**src/rtl/riscv_hwloop_ctrl_if.sv**
```systemverilog
// Hardware-loop controller bus: fetch-side jump handshake plus the
// loop register file values and the decrement strobes going back to it.
interface riscv_hwloop_ctrl_if #(
    parameter int N_LOOPS = 2
);
    // Fetch stage view of the instruction stream
    logic [31:0]            current_pc_i;
    logic                   pc_valid_i;
    logic                   flush_i;

    // Loop register file contents and write strobes {cnt,end,start}
    logic [N_LOOPS*32-1:0]  hwlp_start_addr_i;
    logic [N_LOOPS*32-1:0]  hwlp_end_addr_i;
    logic [N_LOOPS*32-1:0]  hwlp_counter_i;
    logic [2:0]             hwlp_we_i;

    // Jump request handshake towards fetch
    logic                   jump_o;
    logic [31:0]            jump_target_o;
    logic                   jump_ack_i;

    // One-hot decrement strobe back to the loop counters
    logic [N_LOOPS-1:0]     hwlp_dec_cnt_o;

    // Environment side: fetch stage and loop register file
    modport master (
        output current_pc_i, pc_valid_i, flush_i,
        output hwlp_start_addr_i, hwlp_end_addr_i, hwlp_counter_i, hwlp_we_i,
        output jump_ack_i,
        input  jump_o, jump_target_o, hwlp_dec_cnt_o
    );

    // Controller side
    modport slave (
        input  current_pc_i, pc_valid_i, flush_i,
        input  hwlp_start_addr_i, hwlp_end_addr_i, hwlp_counter_i, hwlp_we_i,
        input  jump_ack_i,
        output jump_o, jump_target_o, hwlp_dec_cnt_o
    );
endinterface

```
**src/rtl/riscv_hwloop_ctrl.sv**
```systemverilog
// Hardware-loop controller. Watches the fetched PC against every loop's end
// address; when the innermost matching loop still has iterations left it
// raises a registered jump request back to the loop start and holds it until
// fetch acknowledges (or a flush cancels it). The loop counter is decremented
// when the jump is accepted, or immediately when the last iteration ends.
module riscv_hwloop_ctrl #(
    parameter int N_LOOPS = 2
) (
    input  logic                 clk,
    input  logic                 rst_n,
    riscv_hwloop_ctrl_if.slave   bus
);

    localparam int SEL_W = (N_LOOPS > 1) ? $clog2(N_LOOPS) : 1;

    typedef enum logic {
        IDLE = 1'b0,
        PEND = 1'b1
    } state_t;

    state_t             r_state;
    logic               r_jump;
    logic [31:0]        r_target;
    logic [SEL_W-1:0]   r_sel;

    logic [N_LOOPS-1:0] w_match;
    logic               w_any;
    logic [SEL_W-1:0]   w_sel;
    logic [31:0]        w_sel_cnt;
    logic [31:0]        w_sel_start;
    logic               w_detect;
    logic               w_take_jump;
    logic               w_exit;
    logic               w_ack_accept;
    logic [N_LOOPS-1:0] w_dec;

    // Per-loop end-of-body match: exact 32-bit PC compare, loop still live
    always_comb begin
        w_match = '0;
        for (int k = 0; k < N_LOOPS; k++) begin
            w_match[k] = (bus.current_pc_i == bus.hwlp_end_addr_i[32*k +: 32]) &&
                         (bus.hwlp_counter_i[32*k +: 32] != 32'd0);
        end
    end

    // Priority select: the lowest-numbered (innermost) matching loop wins
    always_comb begin
        w_any       = 1'b0;
        w_sel       = '0;
        w_sel_cnt   = '0;
        w_sel_start = '0;
        for (int k = N_LOOPS - 1; k >= 0; k--) begin
            if (w_match[k]) begin
                w_any       = 1'b1;
                w_sel       = SEL_W'(k);
                w_sel_cnt   = bus.hwlp_counter_i[32*k +: 32];
                w_sel_start = bus.hwlp_start_addr_i[32*k +: 32];
            end
        end
    end

    // Detection only while idle, on a valid PC, with no register write or
    // redirect in flight; reset also silences the combinational decrement
    always_comb begin
        w_detect     = rst_n && (r_state == IDLE) && bus.pc_valid_i &&
                       (bus.hwlp_we_i == 3'b000) && !bus.flush_i && w_any;
        w_take_jump  = w_detect && (w_sel_cnt >= 32'd2);
        w_exit       = w_detect && (w_sel_cnt == 32'd1);
        w_ack_accept = rst_n && (r_state == PEND) && bus.jump_ack_i && !bus.flush_i;
    end

    // One-hot decrement: loop exit in IDLE or accepted jump in PEND
    always_comb begin
        w_dec = '0;
        for (int k = 0; k < N_LOOPS; k++) begin
            if (w_exit && (w_sel == SEL_W'(k))) begin
                w_dec[k] = 1'b1;
            end else if (w_ack_accept && (r_sel == SEL_W'(k))) begin
                w_dec[k] = 1'b1;
            end
        end
    end

    // Jump request FSM with registered request, target and loop index
    always_ff @(posedge clk or negedge rst_n) begin
        if (!rst_n) begin
            r_state  <= IDLE;
            r_jump   <= 1'b0;
            r_target <= '0;
            r_sel    <= '0;
        end else begin
            case (r_state)
                IDLE: begin
                    if (w_take_jump) begin
                        r_state  <= PEND;
                        r_jump   <= 1'b1;
                        r_target <= w_sel_start;
                        r_sel    <= w_sel;
                    end
                end
                PEND: begin
                    if (bus.flush_i || bus.jump_ack_i) begin
                        r_state <= IDLE;
                        r_jump  <= 1'b0;
                    end
                end
                default: begin
                    r_state <= IDLE;
                    r_jump  <= 1'b0;
                end
            endcase
        end
    end

    assign bus.jump_o         = r_jump;
    assign bus.jump_target_o  = r_target;
    assign bus.hwlp_dec_cnt_o = w_dec;

endmodule

```
**src/flat_wrapper.sv**
```systemverilog
// flat-port wrapper written by rule: the top's interface ports become plain ports
module riscv_hwloop_ctrl_flat 
#(
    parameter int N_LOOPS = 2
)
  (clk, rst_n, bus_current_pc_i, bus_pc_valid_i, bus_flush_i, bus_hwlp_start_addr_i, bus_hwlp_end_addr_i, bus_hwlp_counter_i, bus_hwlp_we_i, bus_jump_ack_i, bus_jump_o, bus_jump_target_o, bus_hwlp_dec_cnt_o);
  riscv_hwloop_ctrl_if #(.N_LOOPS(N_LOOPS)) bus_i ();
  input  logic clk;
  input  logic rst_n;
  input wire logic [$bits(bus_i.current_pc_i)-1:0] bus_current_pc_i;
  input wire logic [$bits(bus_i.pc_valid_i)-1:0] bus_pc_valid_i;
  input wire logic [$bits(bus_i.flush_i)-1:0] bus_flush_i;
  input wire logic [$bits(bus_i.hwlp_start_addr_i)-1:0] bus_hwlp_start_addr_i;
  input wire logic [$bits(bus_i.hwlp_end_addr_i)-1:0] bus_hwlp_end_addr_i;
  input wire logic [$bits(bus_i.hwlp_counter_i)-1:0] bus_hwlp_counter_i;
  input wire logic [$bits(bus_i.hwlp_we_i)-1:0] bus_hwlp_we_i;
  input wire logic [$bits(bus_i.jump_ack_i)-1:0] bus_jump_ack_i;
  output wire logic [$bits(bus_i.jump_o)-1:0] bus_jump_o;
  output wire logic [$bits(bus_i.jump_target_o)-1:0] bus_jump_target_o;
  output wire logic [$bits(bus_i.hwlp_dec_cnt_o)-1:0] bus_hwlp_dec_cnt_o;
  assign bus_i.current_pc_i = bus_current_pc_i;
  assign bus_i.pc_valid_i = bus_pc_valid_i;
  assign bus_i.flush_i = bus_flush_i;
  assign bus_i.hwlp_start_addr_i = bus_hwlp_start_addr_i;
  assign bus_i.hwlp_end_addr_i = bus_hwlp_end_addr_i;
  assign bus_i.hwlp_counter_i = bus_hwlp_counter_i;
  assign bus_i.hwlp_we_i = bus_hwlp_we_i;
  assign bus_i.jump_ack_i = bus_jump_ack_i;
  assign bus_jump_o = bus_i.jump_o;
  assign bus_jump_target_o = bus_i.jump_target_o;
  assign bus_hwlp_dec_cnt_o = bus_i.hwlp_dec_cnt_o;
  riscv_hwloop_ctrl #(.N_LOOPS(N_LOOPS)) u_core (.clk(clk), .rst_n(rst_n), .bus(bus_i));
endmodule
```
**config.mk**
```make
export PLATFORM = sky130hd
export DESIGN_NAME = riscv_hwloop_ctrl_flat
export DESIGN_NICKNAME = d
export VERILOG_FILES = /design/src/rtl/riscv_hwloop_ctrl_if.sv /design/src/rtl/riscv_hwloop_ctrl.sv /design/src/flat_wrapper.sv
export SDC_FILE = /design/constraint.sdc
export NUM_CORES = 1
export LEC_CHECK = 0
export BUFFER_PORTS_ARGS = -buffer_cell sky130_fd_sc_hd__buf_2
export CAP_MARGIN = 20
export CELL_PAD_IN_SITES_DETAIL_PLACEMENT = 1
export CELL_PAD_IN_SITES_GLOBAL_PLACEMENT = 2
export CORE_UTILIZATION = 19
export DETAILED_ROUTE_END_ITERATION = 6
export PLACE_DENSITY_LB_ADDON = 0.1
export SLEW_MARGIN = 15
export SYNTH_ARGS = -nofsm -noshare
export SYNTH_HDL_FRONTEND = slang
export SYNTH_SLANG_ARGS = --single-unit
export TNS_END_PERCENT = 30
```
**constraint.sdc**
```tcl
create_clock -name clk -period 4.6 [get_ports clk]
set_input_delay 0.92 -clock clk [delete_from_list [all_inputs] [get_ports clk]]
set_output_delay 0.92 -clock clk [all_outputs]
set_load 0.05 [all_outputs]
```
==> impl_results.md <==
- CP Data Required Time: roughly 3.7 ns
- Die height: around 120 µm
- Syn-to-layout area delta: 66.1%
- DR DRC count: 0
- Hold Vio Cnt, Final: 0
- Initial core utilization: approximately a fifth
- Detailed-route via count: 2949
- Nets: 737
- Post-synth EDFFs: 0
- Worst EP arrival: roughly 3.0 ns
- Die width: 118 µm
- Post-CTS Resized: 0
- Synth Cell Area: 2560 µm²
- Worst R2R Path Depth: 4
- Leakage: 2.26 nW
- Clk buf depth: 2
- Pins Over Slew Limit: 0
- Post-Layout Inst Area: 4250 µm²
- RSZ-0062 raised after global routing: false
- Synth Area per Inst: 10.8 µm²
- Yosys warns: 0
- Dpl hpwl: 9380 µm
- MaxCap Viol Count: 0
- Final hold slack: a little under 0.5 ns
- CTS buffer count: 5
- TritonCTS clock tree: built
- I/O pin cnt: 267
- Final RePlAce weighted congestion: approximately 0.77
- Slew of the pin with the lowest slew margin: 0.640 ns
- ANT cells: 0
- GR Util All Layers: 15.8%
- First-pass GRT wire length: 17200 µm
- Core ar.: 13200 µm²
- Die area: 13900 µm²
- Fin crit period: 3.90 ns
- Hold Path Stages: 1
- Most used DFF post-synth: dfrtp_1
- Commonest non-fill, non-tap cell in the layout: buf_2
- Final worst-path cycle share: 84.9%
- Vias in the first global route: approximately 3300
- Mapped Cells: roughly 240
- Clk_lat worst skew: 0.27 ns
- Flops & latches, synth: 35
- Root buffer cell: clkbuf_16
- Setup TNS: 0 ns
- Pwr dens: 195 nW/µm²
- Htree depth: 2
- Startpoint types: input port
- Critical setup path kind: in2out
- Final setup violation count: 0
- Max_slew headroom: 56.8%
- Placed Area: 4090 µm²
- Hold Path Class: reg2reg
- Cell variety after synth: 26
- WL/cell: roughly 16 µm
- Sequential area share after synthesis: 34.2%
- Num rows: 42
- Antenna violations before repair: 0
- Max Fanout on Critical Path: 3
- Sequential cell area: slightly below 900 µm²
- I/O Buffers: ~270
- Outcome: finished, final reports clean
- Post-CTS Hold Fix Bufs: 0
- Grt ovf: 0
- Most frequent cells in the layout: buf_2 (266), dfrtp_1 (35), a22o_1 (34)
- Area of the multi-input gates: roughly 1600 µm²
- Power after layout: 0.829 mW
- Syn_nets: 468
- VDD IR max: 0.000179 V
- Starting DRT DRC Count: 25
- Post-CTS setup buffers: 0
- Largest net degree at the start of global routing: 36
- Avg Vias per Cell: 4.32
- ANT nets after route: 0
- Pre-antenna DRT Iters: 4
- Wirelength, routed: between 10000 and 15000 µm
- Setup Skew: 0.00470 ns
- CP endpoint kind: output port
- Layout cell share with drive strength beyond 1: 62.1%
- Post-synthesis async set-or-reset flop share: 100%
- Layout filler cell count: between 1500 and 2000
- F_max: 0.256 GHz
- # clock sinks: 35
- CTS clk-pin slew, worst paths: roughly 0.06 ns
cell usage after synthesis (all sizes together), types with 3 or more instances:
cell	instances	area share (%)
xor2	32	11
xnor2	32	11
nor2	3	0.44
mux2	33	15
nor4	25	6.1
inv	3	0.44
dfrtp	35	34
nand4	14	3.4
a22o	34	12
clkbuf	6	0.88
nor3	4	1.2
buf	3	1.3
report_power, final:
group          internal, mW  leakage [nW]  switching, mW
Clock                 0.216        0.0731          0.127
Sequential            0.308         0.489              0
Combinational         0.104          1.70         0.0738
Total                 0.628          2.26          0.201
stage by stage:
step / worst slack [ns] / utilization (%) / std cells
2_1_floorplan: 0.945 / - / 236
3_3_place_gp: 0.613 / 31.0 / 674
3_5_place_dp: 0.601 / 31.0 / 674
4_1_cts: 0.595 / 32.2 / 682
5_1_grt: 0.450 / 32.2 / 682
6_report: 0.697 / 32.2 / 682
routing by layer:
layer  vias up  global-route usage (%)  routed length, µm
met5         -                       0                  0
met4         0                    2.16                 53
met3         4                    3.68                759
met2       131                    31.6               5910
met1      1375                    16.7               4010
li1       1439                       -                  -
path summary, 6_finish.rpt:
kind	from	to	slack, ns
worst max register to register	u_core.r_state$_DFF_PN0_	u_core.bus.jump_target_o[11]$_DFFE_PN0P_	2.80
max in group asynchronous	rst_n	u_core.r_sel$_DFFE_PN0P_	3.52
min in group asynchronous	rst_n	u_core.bus.jump_target_o[21]$_DFFE_PN0P_	0.75
worst min register to register	u_core.bus.jump_o$_DFFE_PN0P_	u_core.bus.jump_o$_DFFE_PN0P_	0.49
worst max-delay path	bus_current_pc_i[8]	bus_hwlp_dec_cnt_o[1]	0.70
worst min-delay path	u_core.bus.jump_o$_DFFE_PN0P_	u_core.bus.jump_o$_DFFE_PN0P_	0.49
registers in the layout, indices dropped and copies added (netlist names):
name and count:
u_core.r_sel 1, u_core.bus.jump_o 1, u_core.bus.jump_target_o 32, u_core.r_state 1
cell families (layout without fill, tap and decap cells):
| group | after synthesis | after routing | synth area share (%) |
|---|---|---|---|
| xor+xnor | 64 | 64 | 21.9 |
| simple gates | 51 | 51 | 12.4 |
| compound gates | 41 | 41 | 14.2 |
| flops | 35 | 35 | 34.2 |
| mux | 33 | 33 | 14.5 |
| buf+inv | 12 | 282 | 2.64 |
final cells by class:
class	count	area share, %
multi-input cells	189	38.1
flip-flops and latches	35	20.6
clock buffers	6	3.27
inverters	3	0.265
clock inverters	2	0.383
repair buffers	271	32.2
well taps	176	5.18
critical path, cell delays in order:
cell	delay [ns]
buf_2	0.12
xor2_1	0.17
nor4_1	0.35
nand4_1	0.32
o32a_1	0.48
and2_1	0.17
a22o_1	0.23
buf_2	0.21
Power figures use the tool's default switching activity.
